<file path="config.mk">
export PLATFORM = sky130hd
export DESIGN_NAME = decode_stage_skid
export DESIGN_NICKNAME = d
export VERILOG_FILES = /design/src/rtl/alu_pkg.sv /design/src/rtl/decode_stage_skid.sv
export SDC_FILE = /design/constraint.sdc
export NUM_CORES = 1
export LEC_CHECK = 0
export BUFFER_PORTS_ARGS = -buffer_cell sky130_fd_sc_hd__buf_2
export CAP_MARGIN = 40
export CORE_MARGIN = 2
export CORE_UTILIZATION = 25
export DETAILED_ROUTE_END_ITERATION = 10
export PLACE_DENSITY = 0.54
export SYNTH_ARGS = -nofsm -noshare
export SYNTH_HDL_FRONTEND = slang
export SYNTH_SLANG_ARGS = --single-unit
</file>
<file path="constraint.sdc">
create_clock -name clk -period 2.5 [get_ports clk]
set_input_delay 0.5 -clock clk [delete_from_list [all_inputs] [get_ports clk]]
set_output_delay 0.5 -clock clk [all_outputs]
set_load 0.02 [all_outputs]
</file>
<file path="src/rtl/alu_pkg.sv">
// Package: alu_pkg
// Shared ALU control word consumed by the ALU stage and produced by the decode stage.
//   pre_x_en/pre_x_sub, pre_y_en/pre_y_sub : pre-adder enable / subtract per lane
//   mul_x_en/mul_x_sel, mul_y_en/mul_y_sel : multiplier enable / operand select per lane
//   post_en/post_sub                       : post-adder enable / subtract
package alu_pkg;

  typedef struct packed {
    logic       pre_x_en;
    logic       pre_x_sub;
    logic       pre_y_en;
    logic       pre_y_sub;
    logic       mul_x_en;
    logic [2:0] mul_x_sel;
    logic       mul_y_en;
    logic [2:0] mul_y_sel;
    logic       post_en;
    logic       post_sub;
  } alu_ctrl_t;

endpackage

</file>
<file path="src/rtl/decode_stage_skid.sv">
// Module: decode_stage_skid
// Decode stage between RX and the ALU. Decodes the opcode into an ALU control word,
// routes operands onto the X/Y lanes (optional x1<->y1 swap) and hands the result to
// the ALU through a 2-entry skid buffer, so the stage sustains one command per cycle
// while rx_ready_out stays a pure register output.
// Ports:
//   clk, rst                 clock, asynchronous active-high reset
//   rx_valid_in/rx_ready_out RX handshake (ready is registered)
//   op [OPW-1:0]             opcode in [3:0]; op[4] = lane swap when OPW>4
//   a1,a2,b1,b2              operands from RX
//   cmd_valid_out/cmd_ready_in  ALU handshake
//   ctrl, x0,x1,y0,y1        command to the ALU, driven from the main entry only
//   issue_cnt [CNT_W-1:0]    commands handed to the ALU, wraps
module decode_stage_skid #(
  parameter int unsigned WIDTH     = 4,
  parameter int unsigned OPW       = 4,
  parameter int unsigned DROP_NOOP = 1,
  parameter int unsigned CNT_W     = 8
) (
  input  logic               clk,
  input  logic               rst,
  input  logic               rx_valid_in,
  output logic               rx_ready_out,
  input  logic [OPW-1:0]     op,
  input  logic [WIDTH-1:0]   a1,
  input  logic [WIDTH-1:0]   a2,
  input  logic [WIDTH-1:0]   b1,
  input  logic [WIDTH-1:0]   b2,
  output logic               cmd_valid_out,
  input  logic               cmd_ready_in,
  output alu_pkg::alu_ctrl_t ctrl,
  output logic [WIDTH-1:0]   x0,
  output logic [WIDTH-1:0]   x1,
  output logic [WIDTH-1:0]   y0,
  output logic [WIDTH-1:0]   y1,
  output logic [CNT_W-1:0]   issue_cnt
);

  import alu_pkg::*;

  typedef enum logic [3:0] {
    OP_NOOP   = 4'h0,
    OP_DOT2   = 4'h1,
    OP_WSUM   = 4'h2,
    OP_PROJU  = 4'h3,
    OP_SUMSQ  = 4'h4,
    OP_SCSUM  = 4'h5,
    OP_VADD2  = 4'h6,
    OP_VSUB2  = 4'h7,
    OP_DIFF2  = 4'h8,
    OP_DET2   = 4'h9,
    OP_DIFFSQ = 4'hA,
    OP_DIST2  = 4'hB,
    OP_POLY   = 4'hC,
    OP_SCMUL  = 4'hD,
    OP_LERPX  = 4'hE,
    OP_LERPY  = 4'hF
  } opcode_t;

  typedef enum logic [1:0] {
    S_EMPTY = 2'd0,
    S_ONE   = 2'd1,
    S_FULL  = 2'd2
  } state_t;

  typedef struct packed {
    alu_ctrl_t        ctrl;
    logic [WIDTH-1:0] x0;
    logic [WIDTH-1:0] x1;
    logic [WIDTH-1:0] y0;
    logic [WIDTH-1:0] y1;
  } entry_t;

  state_t    state_q, state_n;
  entry_t    main_q, skid_q;
  entry_t    dec_entry;
  alu_ctrl_t dec_ctrl;
  opcode_t   opcode;
  logic      rx_ready_q;
  logic      swap;
  logic      drop_noop;
  logic      accept, load, issue;
  logic      main_ld_new, main_ld_skid, skid_ld;
  logic      op_unused;

  // Upper opcode bits beyond the swap flag carry no meaning here.
  assign op_unused = ^op;

  generate
    if (OPW > 4) begin : g_swap
      assign swap = op[4];
    end else begin : g_noswap
      assign swap = 1'b0;
    end
  endgenerate

  assign opcode = opcode_t'(op[3:0]);

  // ---------------------------------------------------------------------------
  // Opcode decode
  // ---------------------------------------------------------------------------
  always_comb begin
    dec_ctrl           = '0;
    dec_ctrl.mul_x_sel = 3'd1;
    dec_ctrl.mul_y_sel = 3'd1;
    case (opcode)
      OP_DOT2, OP_WSUM, OP_PROJU, OP_SUMSQ, OP_SCSUM: begin
        dec_ctrl.mul_x_en = 1'b1;
        dec_ctrl.mul_y_en = 1'b1;
        dec_ctrl.post_en  = 1'b1;
      end
      OP_VADD2, OP_VSUB2: begin
        dec_ctrl.pre_x_en  = 1'b1;
        dec_ctrl.pre_y_en  = 1'b1;
        dec_ctrl.pre_x_sub = (opcode == OP_VSUB2);
        dec_ctrl.pre_y_sub = (opcode == OP_VSUB2);
        dec_ctrl.mul_x_en  = 1'b1;
        dec_ctrl.mul_y_en  = 1'b1;
        dec_ctrl.mul_x_sel = 3'd4;
        dec_ctrl.mul_y_sel = 3'd4;
      end
      OP_DIFF2, OP_DET2, OP_DIFFSQ: begin
        dec_ctrl.mul_x_en = 1'b1;
        dec_ctrl.mul_y_en = 1'b1;
        dec_ctrl.post_en  = 1'b1;
        dec_ctrl.post_sub = 1'b1;
      end
      OP_DIST2: begin
        dec_ctrl.pre_x_en  = 1'b1;
        dec_ctrl.pre_y_en  = 1'b1;
        dec_ctrl.pre_x_sub = 1'b1;
        dec_ctrl.pre_y_sub = 1'b1;
        dec_ctrl.mul_x_en  = 1'b1;
        dec_ctrl.mul_y_en  = 1'b1;
        dec_ctrl.mul_x_sel = 3'd2;
        dec_ctrl.mul_y_sel = 3'd2;
        dec_ctrl.post_en   = 1'b1;
        dec_ctrl.post_sub  = 1'b1;
      end
      OP_POLY: begin
        dec_ctrl.pre_x_en = 1'b1;
        dec_ctrl.post_en  = 1'b1;
      end
      OP_SCMUL: begin
        dec_ctrl.mul_x_en = 1'b1;
        dec_ctrl.mul_y_en = 1'b1;
      end
      OP_LERPX: begin
        dec_ctrl.mul_x_en  = 1'b1;
        dec_ctrl.mul_x_sel = 3'd4;
        dec_ctrl.pre_y_en  = 1'b1;
        dec_ctrl.pre_y_sub = 1'b1;
        dec_ctrl.mul_y_en  = 1'b1;
        dec_ctrl.mul_y_sel = 3'd3;
        dec_ctrl.post_en   = 1'b1;
      end
      OP_LERPY: begin
        dec_ctrl.pre_x_en  = 1'b1;
        dec_ctrl.pre_x_sub = 1'b1;
        dec_ctrl.mul_x_en  = 1'b1;
        dec_ctrl.mul_x_sel = 3'd3;
        dec_ctrl.mul_y_en  = 1'b1;
        dec_ctrl.mul_y_sel = 3'd4;
        dec_ctrl.post_en   = 1'b1;
      end
      default: ;
    endcase
  end

  // Lane routing; the swap exchanges x1 and y1 so DET2 computes x0*y1 - y0*x1.
  always_comb begin
    dec_entry.ctrl = dec_ctrl;
    dec_entry.x0   = a1;
    dec_entry.y0   = b1;
    dec_entry.x1   = swap ? b2 : a2;
    dec_entry.y1   = swap ? a2 : b2;
  end

  // ---------------------------------------------------------------------------
  // Handshake and occupancy FSM
  // ---------------------------------------------------------------------------
  assign drop_noop = (DROP_NOOP != 0) && (opcode == OP_NOOP);
  assign accept    = rx_valid_in & rx_ready_q;
  // A dropped NOOP completes its handshake but never occupies an entry.
  assign load      = accept & ~drop_noop;
  assign issue     = cmd_valid_out & cmd_ready_in;

  always_comb begin
    state_n      = state_q;
    main_ld_new  = 1'b0;
    main_ld_skid = 1'b0;
    skid_ld      = 1'b0;
    case (state_q)
      S_EMPTY: begin
        if (load) begin
          state_n     = S_ONE;
          main_ld_new = 1'b1;
        end
      end
      S_ONE: begin
        case ({issue, load})
          2'b11: main_ld_new = 1'b1;
          2'b01: begin
            state_n = S_FULL;
            skid_ld = 1'b1;
          end
          2'b10: state_n = S_EMPTY;
          default: ;
        endcase
      end
      S_FULL: begin
        // rx_ready_out is low here, so no new instruction can arrive.
        if (issue) begin
          state_n      = S_ONE;
          main_ld_skid = 1'b1;
        end
      end
      default: state_n = S_EMPTY;
    endcase
  end

  always_ff @(posedge clk or posedge rst) begin
    if (rst) begin
      state_q    <= S_EMPTY;
      rx_ready_q <= 1'b1;
    end else begin
      state_q    <= state_n;
      // Registered copy of "skid entry free" for the next cycle.
      rx_ready_q <= (state_n != S_FULL);
    end
  end

  always_ff @(posedge clk or posedge rst) begin
    if (rst) begin
      main_q    <= '0;
      skid_q    <= '0;
      issue_cnt <= '0;
    end else begin
      if (main_ld_new) begin
        main_q <= dec_entry;
      end else if (main_ld_skid) begin
        main_q <= skid_q;
      end
      if (skid_ld) begin
        skid_q <= dec_entry;
      end
      if (issue) begin
        issue_cnt <= issue_cnt + CNT_W'(1);
      end
    end
  end

  assign rx_ready_out  = rx_ready_q;
  assign cmd_valid_out = (state_q != S_EMPTY);
  assign ctrl          = main_q.ctrl;
  assign x0            = main_q.x0;
  assign x1            = main_q.x1;
  assign y0            = main_q.y0;
  assign y1            = main_q.y1;

endmodule

</file>
==> impl_metrics.csv, run 1 <==
group,metric,value,unit
pwr,combPwrFrac,38.6,%
pwr,clkPwrFrac,24.2,%
detailed_routing,drt-pass1-iter-count,4,
cts,cts.path.max_buffers,2,
placed_design,place_hpwl,4584,um
synthesis,synth_area_leaders,"dfrtp_1, mux2_2, mux2i_1, nand2_1, o21ai_0",
synthesis,ys_seq_area_share,54.20,%
sta,holdWs,252.5,ps
cts,cts_tree,"yes",
cts,post_cts_buffers,0,
synthesis,synth_top_area_cell,"dfrtp_1",
sta,totalNegativeSetupSlack,0,ps
cts,clk_pin_slew,50,ps
floorplanning,floorplan.initialDensity,25.47,%
placed_design,place_ws,157.1,ps
sta,worstMarginPinSlew,545.0,ps
cts,cts_resized,0,
sta,period_minus_slack,2010,ps
cts,cts-root-buf,"clkbuf_16",
grt,grt_max_degree,70,
floorplanning,core,12520,um2
grt,grt_pass1_vias,2234,
grt,overflow,0,
grt,grtUsageTotal,10.89,%
synthesis,netlist_area,3188,um2
setup_path,cp_data_arrival_time,2220,ps
synthesis,synthDistinctLibCells,38,
cts,cts-buffers-inserted,9,
setup_path,path_max_fanout,24,
synthesis,synthFlopType,"dfrtp_1",
floorplanning,die_y,116.9,um
cts,clk_latency,330,ps
setup_path,rr_startpoint,"state_q[1]",
grt,antenna_found_initial,0,
floorplanning,io_pins,64,
run,drv_cap,0,
detailed_routing,drt-wirelength-per-cell,13.73,um
sta,finalMaxSlewViolations,0,
sta,rsz0062_at_grt,"no",
pwr,switchingPower,1.794,mW
pwr,p_int,3.415,mW
setup_path,end_kind,"flop",
pwr,p_seq_share,37.3,%
cts,numClockSinks,69,
synthesis,ys_top_cells_by_count,"dfrtp_1, mux2_2, mux2i_1, nand2_1, o21ai_0",
setup_path,crit_slowest_cell,"nor4_2",
synthesis,synth_edf_count,0,
pwr,p_leak,1.994,nW
detailed_routing,drc_errors,0,
setup_path,path_cells,"buf_2, nor4_2, nor2_1, ha_1, nand3b_1, o31a_2, buf_12, mux2_2",
worst_hold_path,hp-class,"in2async",
setup_path,cp_slowest_stage_delay,360,ps
floorplanning,std_cell_rows,41,
sta,post-route-period-util,80.40,%
detailed_routing,viasPerCell,4.276,
detailed_routing,vias,2121,
pwr,ir_drop,0.5241,mV
pwr,total_power,5.208,mW
synthesis,async_reset_ff_share,100.0,%
synthesis,ys_warn_count,0,
pwr,p_per_area,1284,nW/um2
placed_design,dpl_cell_area,3762,um2
synthesis,syn_inst,248,
placed_design,gp_congestion,0.6974,
layout,nets,346,
sta,skew,4.141,ps
synthesis,yosys.area.top_type_share,53.38,%
sta,hold_viol,0,
placed_design,portBuffers,63,
synthesis,yosysMostFrequentCell,"dfrtp_1",
layout,instances_no_fill,496,
pwr,switching_share,34.44,%
layout,area_growth,27.24,%
floorplanning,dieArea,13670,um2
placed_design,place_inst,480,
sta,fmax,497.5,MHz
cts,cts.hold.buffers_added,0,
setup_path,crit_start,"op[0]",
synthesis,syn_area_per_cell,12.86,um2
cts,cts_htree_levels,3,
layout,fin_util,32.41,%
layout,antenna-diode-count,0,
detailed_routing,drtIter0Drc,41,
synthesis,synth_seq_cells,69,
grt,grt_first_pass_wirelength,11270,um
setup_path,critPathKind,"in2reg",
setup_path,startpoint_type,"input port",
floorplanning,dieWidth,116.9,um
sta,setup_violations,0,
sta,setup_slack,490.0,ps
synthesis,synth_nets,275,
status,status,"finished, final reports clean",
setup_path,required,2710,ps
layout,nFillCells,1298,
detailed_routing,wl,6808,um
detailed_routing,antenna_left,0,
sta,maxSlewHeadroom,63.28,%
layout,postLayoutCellArea,4056,um2
layout,drive_above_1_share,45.68,%
[power groups by stage]
stage | sequential (mW) | clock [mW] | combinational (mW)
after global placement | 1.94 | 0 | 2.00
final | 1.94 | 1.26 | 2.01
after CTS | 1.95 | 1.29 | 2.05
after global routing | 2.02 | 1.34 | 2.21
after floorplan | 2.24 | 0 | 1.15
after detailed placement | 1.97 | 0 | 2.05
[worst max-delay path, delay by kind of cell]
kind	cells	cell delay [ps]
AOI/OAI and AO/OA	1	180
adders and majority gates	1	200
buffers and inverters	2	390
muxes	1	360
and+or+nand+nor	3	570
[sequential cells by signal (all words and copies together), names as in the netlist]
register,flops
issue_cnt,8
x0,4
skid_q,29
rx_ready_out,1
state_q,2
ctrl,13
x1,4
y0,4
y1,4
[logic make-up (layout without fill, tap and decap cells)]
| logic type | Yosys count | in the layout | synth area share [%] |
|---|---|---|---|
| and+or+nand+nor | 49 | 49 | 8.360 |
| xor gates and xnor gates | 8 | 8 | 2.198 |
| adders and majority gates | 3 | 3 | 1.178 |
| buffers and inverters | 20 | 96 | 3.767 |
| muxes | 75 | 75 | 25.67 |
| AOI/OAI and AO/OA | 24 | 24 | 4.631 |
| DFF | 69 | 69 | 54.20 |
[metal layers]
layer | wire length [um] | up-vias | track usage (%) | share of wire, %
li1 | - | 1019 | - | -
met1 | 3003 | 1042 | 12.76 | 44
met2 | 3289 | 52 | 18.11 | 48
met3 | 422 | 8 | 4.325 | 6.2
met4 | 93 | 0 | 4.000 | 1.4
met5 | 0 | - | 0 | 0
[layout by cell type (no fill, tap or decap), types with 2 or more instances in the layout]
cell	netlist	layout
nor2_1	3	3
o21ai_0	13	13
and3_1	2	2
buf_2	3	63
xor2_1	4	4
nand2_1	20	20
nand4_1	3	3
xnor2_1	4	4
buf_4	2	9
clkinv_2	0	2
nor3_1	2	2
dfrtp_1	68	68
mux2_2	50	50
buf_12	0	4
and4b_1	2	2
o211ai_1	2	2
nand3_1	5	5
nand3b_1	4	4
clkbuf_1	7	2
inv_1	4	3
a21boi_0	2	2
ha_1	3	3
nand2b_1	3	3
mux2i_1	24	24
clkbuf_16	0	9
[cell type report]
class | instances | area [um2] | share of cell area (%)
Timing Repair Buffer | 76 | 462.9 | 11.41
Clock buffer | 12 | 246.5 | 6.076
Inverter | 4 | 15.01 | 0.3701
Multi-Input combinational cell | 159 | 1341 | 33.07
Sequential cell | 69 | 1728 | 42.60
Tap cell | 172 | 215.2 | 5.305
Clock inverter | 4 | 47.55 | 1.172
[final timing paths]
check / to / slack, ps / cells after the start
worst max-delay path: x0[2] / 490 / 8
worst min-delay path: state_q[1] / 250 / 3
worst max register to register: x0[2] / 630 / 7
worst min register to register: issue_cnt[7] / 460 / 1
max in group asynchronous: rx_ready_out / 1940 / 3
min in group clk: y0[0] / 410 / 2
(Power assumes the default switching activity.)
==> inputs of run 2 (changes only) <==
--- a/config.mk
+++ b/config.mk
@@ -10,7 +10,7 @@
 export CORE_MARGIN = 2
 export CORE_UTILIZATION = 25
 export DETAILED_ROUTE_END_ITERATION = 10
-export PLACE_DENSITY = 0.54
+export PLACE_DENSITY = 0.55
 export SYNTH_ARGS = -nofsm -noshare
 export SYNTH_HDL_FRONTEND = slang
 export SYNTH_SLANG_ARGS = --single-unit
==> constraint.sdc (replaced) <==
create_clock -name clk -period 1.8 [get_ports clk]
set_input_delay 0.36 -clock clk [delete_from_list [all_inputs] [get_ports clk]]
set_output_delay 0.36 -clock clk [all_outputs]
set_load 0.02 [all_outputs]
==> impl_metrics.csv, run 2 (same netlist as run 1, synthesis figures left out) <==
group,metric,value,unit
floorplanning,core,12520,um2
cts,cts.path.max_buffers,2,
floorplanning,std_cell_rows,41,
worst_hold_path,hp-class,"in2async",
cts,clk_pin_slew,60,ps
setup_path,end_kind,"flop",
layout,antenna-diode-count,0,
grt,met2_usage,17.30,%
pwr,ir_drop,0.8093,mV
cts,cts-root-buf,"clkbuf_16",
floorplanning,die_y,116.9,um
cts,cts-buffers-inserted,9,
setup_path,critPathKind,"reg2reg",
sta,finalMaxSlewViolations,0,
grt,grt_pass1_vias,2160,
status,status,"finished, final reports clean",
detailed_routing,viasPerCell,4.266,
pwr,p_leak,2.126,nW
sta,totalNegativeSetupSlack,0,ps
layout,mostFrequentLayoutCells,"dfrtp_1, buf_2, mux2_2",
layout,top_register,"skid_q",
grt,grt_first_pass_wirelength,11090,um
floorplanning,io_pins,64,
layout,instances_no_fill,508,
detailed_routing,vias,2167,
sta,rsz0062_at_grt,"yes",
cts,numClockSinks,69,
floorplanning,dieArea,13670,um2
grt,overflow,0,
detailed_routing,antenna_left,0,
sta,setup_violations,0,
cts,cts_tree,"yes",
grt,antenna_found_initial,0,
detailed_routing,drt-wirelength-per-cell,13.82,um
cts,clk_latency,320,ps
sta,worstMarginPinSlew,416.4,ps
placed_design,gp_congestion,0.7445,
sta,holdWs,133.6,ps
sta,hold_viol,0,
detailed_routing,wl,7021,um
layout,nets,358,
sta,fmax,566.9,MHz
layout,largest_reg_flops,29,
setup_path,cp_data_arrival_time,1970,ps
setup_path,startpoint_type,"flop",
grt,met1_usage,13.31,%
grt,grt_use_met3,4.995,%
placed_design,portBuffers,63,
run,drv_cap,0,
placed_design,place_inst,486,
floorplanning,floorplan.initialDensity,25.47,%
floorplanning,dieWidth,116.9,um
setup_path,required,2010,ps
layout,mostFrequentLayoutCell,"dfrtp_1",
grt,busiest_layer,"met2",
detailed_routing,drt-pass1-iter-count,4,
layout,area_growth,35.40,%
detailed_routing,drc_errors,0,
detailed_routing,drtIter0Drc,96,
sta,post-route-period-util,98.01,%
grt,grtUsageTotal,10.83,%
sta,skew,5.474,ps
cts,cts_htree_levels,3,
sta,maxSlewHeadroom,71.94,%
grt,grt_max_degree,70,
setup_path,path_max_fanout,7,
pwr,p_per_area,1802,nW/um2
placed_design,place_hpwl,4586,um
layout,drive_above_1_share,49.40,%
sta,period_minus_slack,1764,ps
[run 2: report_power, final]
part	total, mW	leakage, nW	internal [mW]	switching [mW]
Combinational	3.23	1.14	1.68	1.54
Sequential	2.70	0.838	2.29	0.415
Clock	1.85	0.147	1.21	0.639
[run 2: stage by stage]
step                      instance area [um2]  util (%)  setup WS (ps)  total power, mW
after floorplan                          3216         -          10.51            4.736
after global placement                   3856     30.81         -216.2            5.619
after detailed placement                 3856     30.81         -184.6            5.712
after CTS                                4214     33.67          7.085            7.693
after global routing                     4317     34.49         -37.48            8.301
final                                    4317     34.49          35.89            7.781
[run 2: final cells by class]
cell class	instances	area, um2
fillers	1279	8200
flip-flops and latches	69	1730
multi-input cells	159	1416
repair buffers	88	626.9
clock buffers	12	236.5
well taps	172	215.2
clock inverters	4	72.57
inverters	4	18.77
[run 2: path summary, 6_finish.rpt]
path	startpoint	to	slack, ps	cells past startpoint
worst max-delay path	state_q[0]	y1[1]	40	7
max in group asynchronous	rst	rx_ready_out	1350	3
worst max register to register	state_q[0]	y1[1]	40	7
min in group clk	a2[1]	x1[1]	280	2
worst min-delay path	rst	skid_q[11]	130	3
worst min register to register	issue_cnt[7]	issue_cnt[7]	470	1
[run 2: repair_timing]
item,4_1_cts,5_1_grt
gates cloned,1,1
hold buffers,0,0
endpoints found under the setup margin,9,39
setup buffers,2,2
gates resized for setup,4,18
pin swaps,0,1
[run 2: layer usage]
metal / up-vias / wire length (um)
met3: 4 / 343
met5: - / 0
met4: 0 / 42
li1: 1048 / -
met2: 48 / 3429
met1: 1067 / 3205
[run 2: critical path, stage by stage (launching register included)]
cell and delay (ps):
dfrtp_2 450, o21ai_4 170, inv_2 60, ha_2 170, nand3b_1 100, o31a_4 200
clkbuf_16 160, mux2_2 320
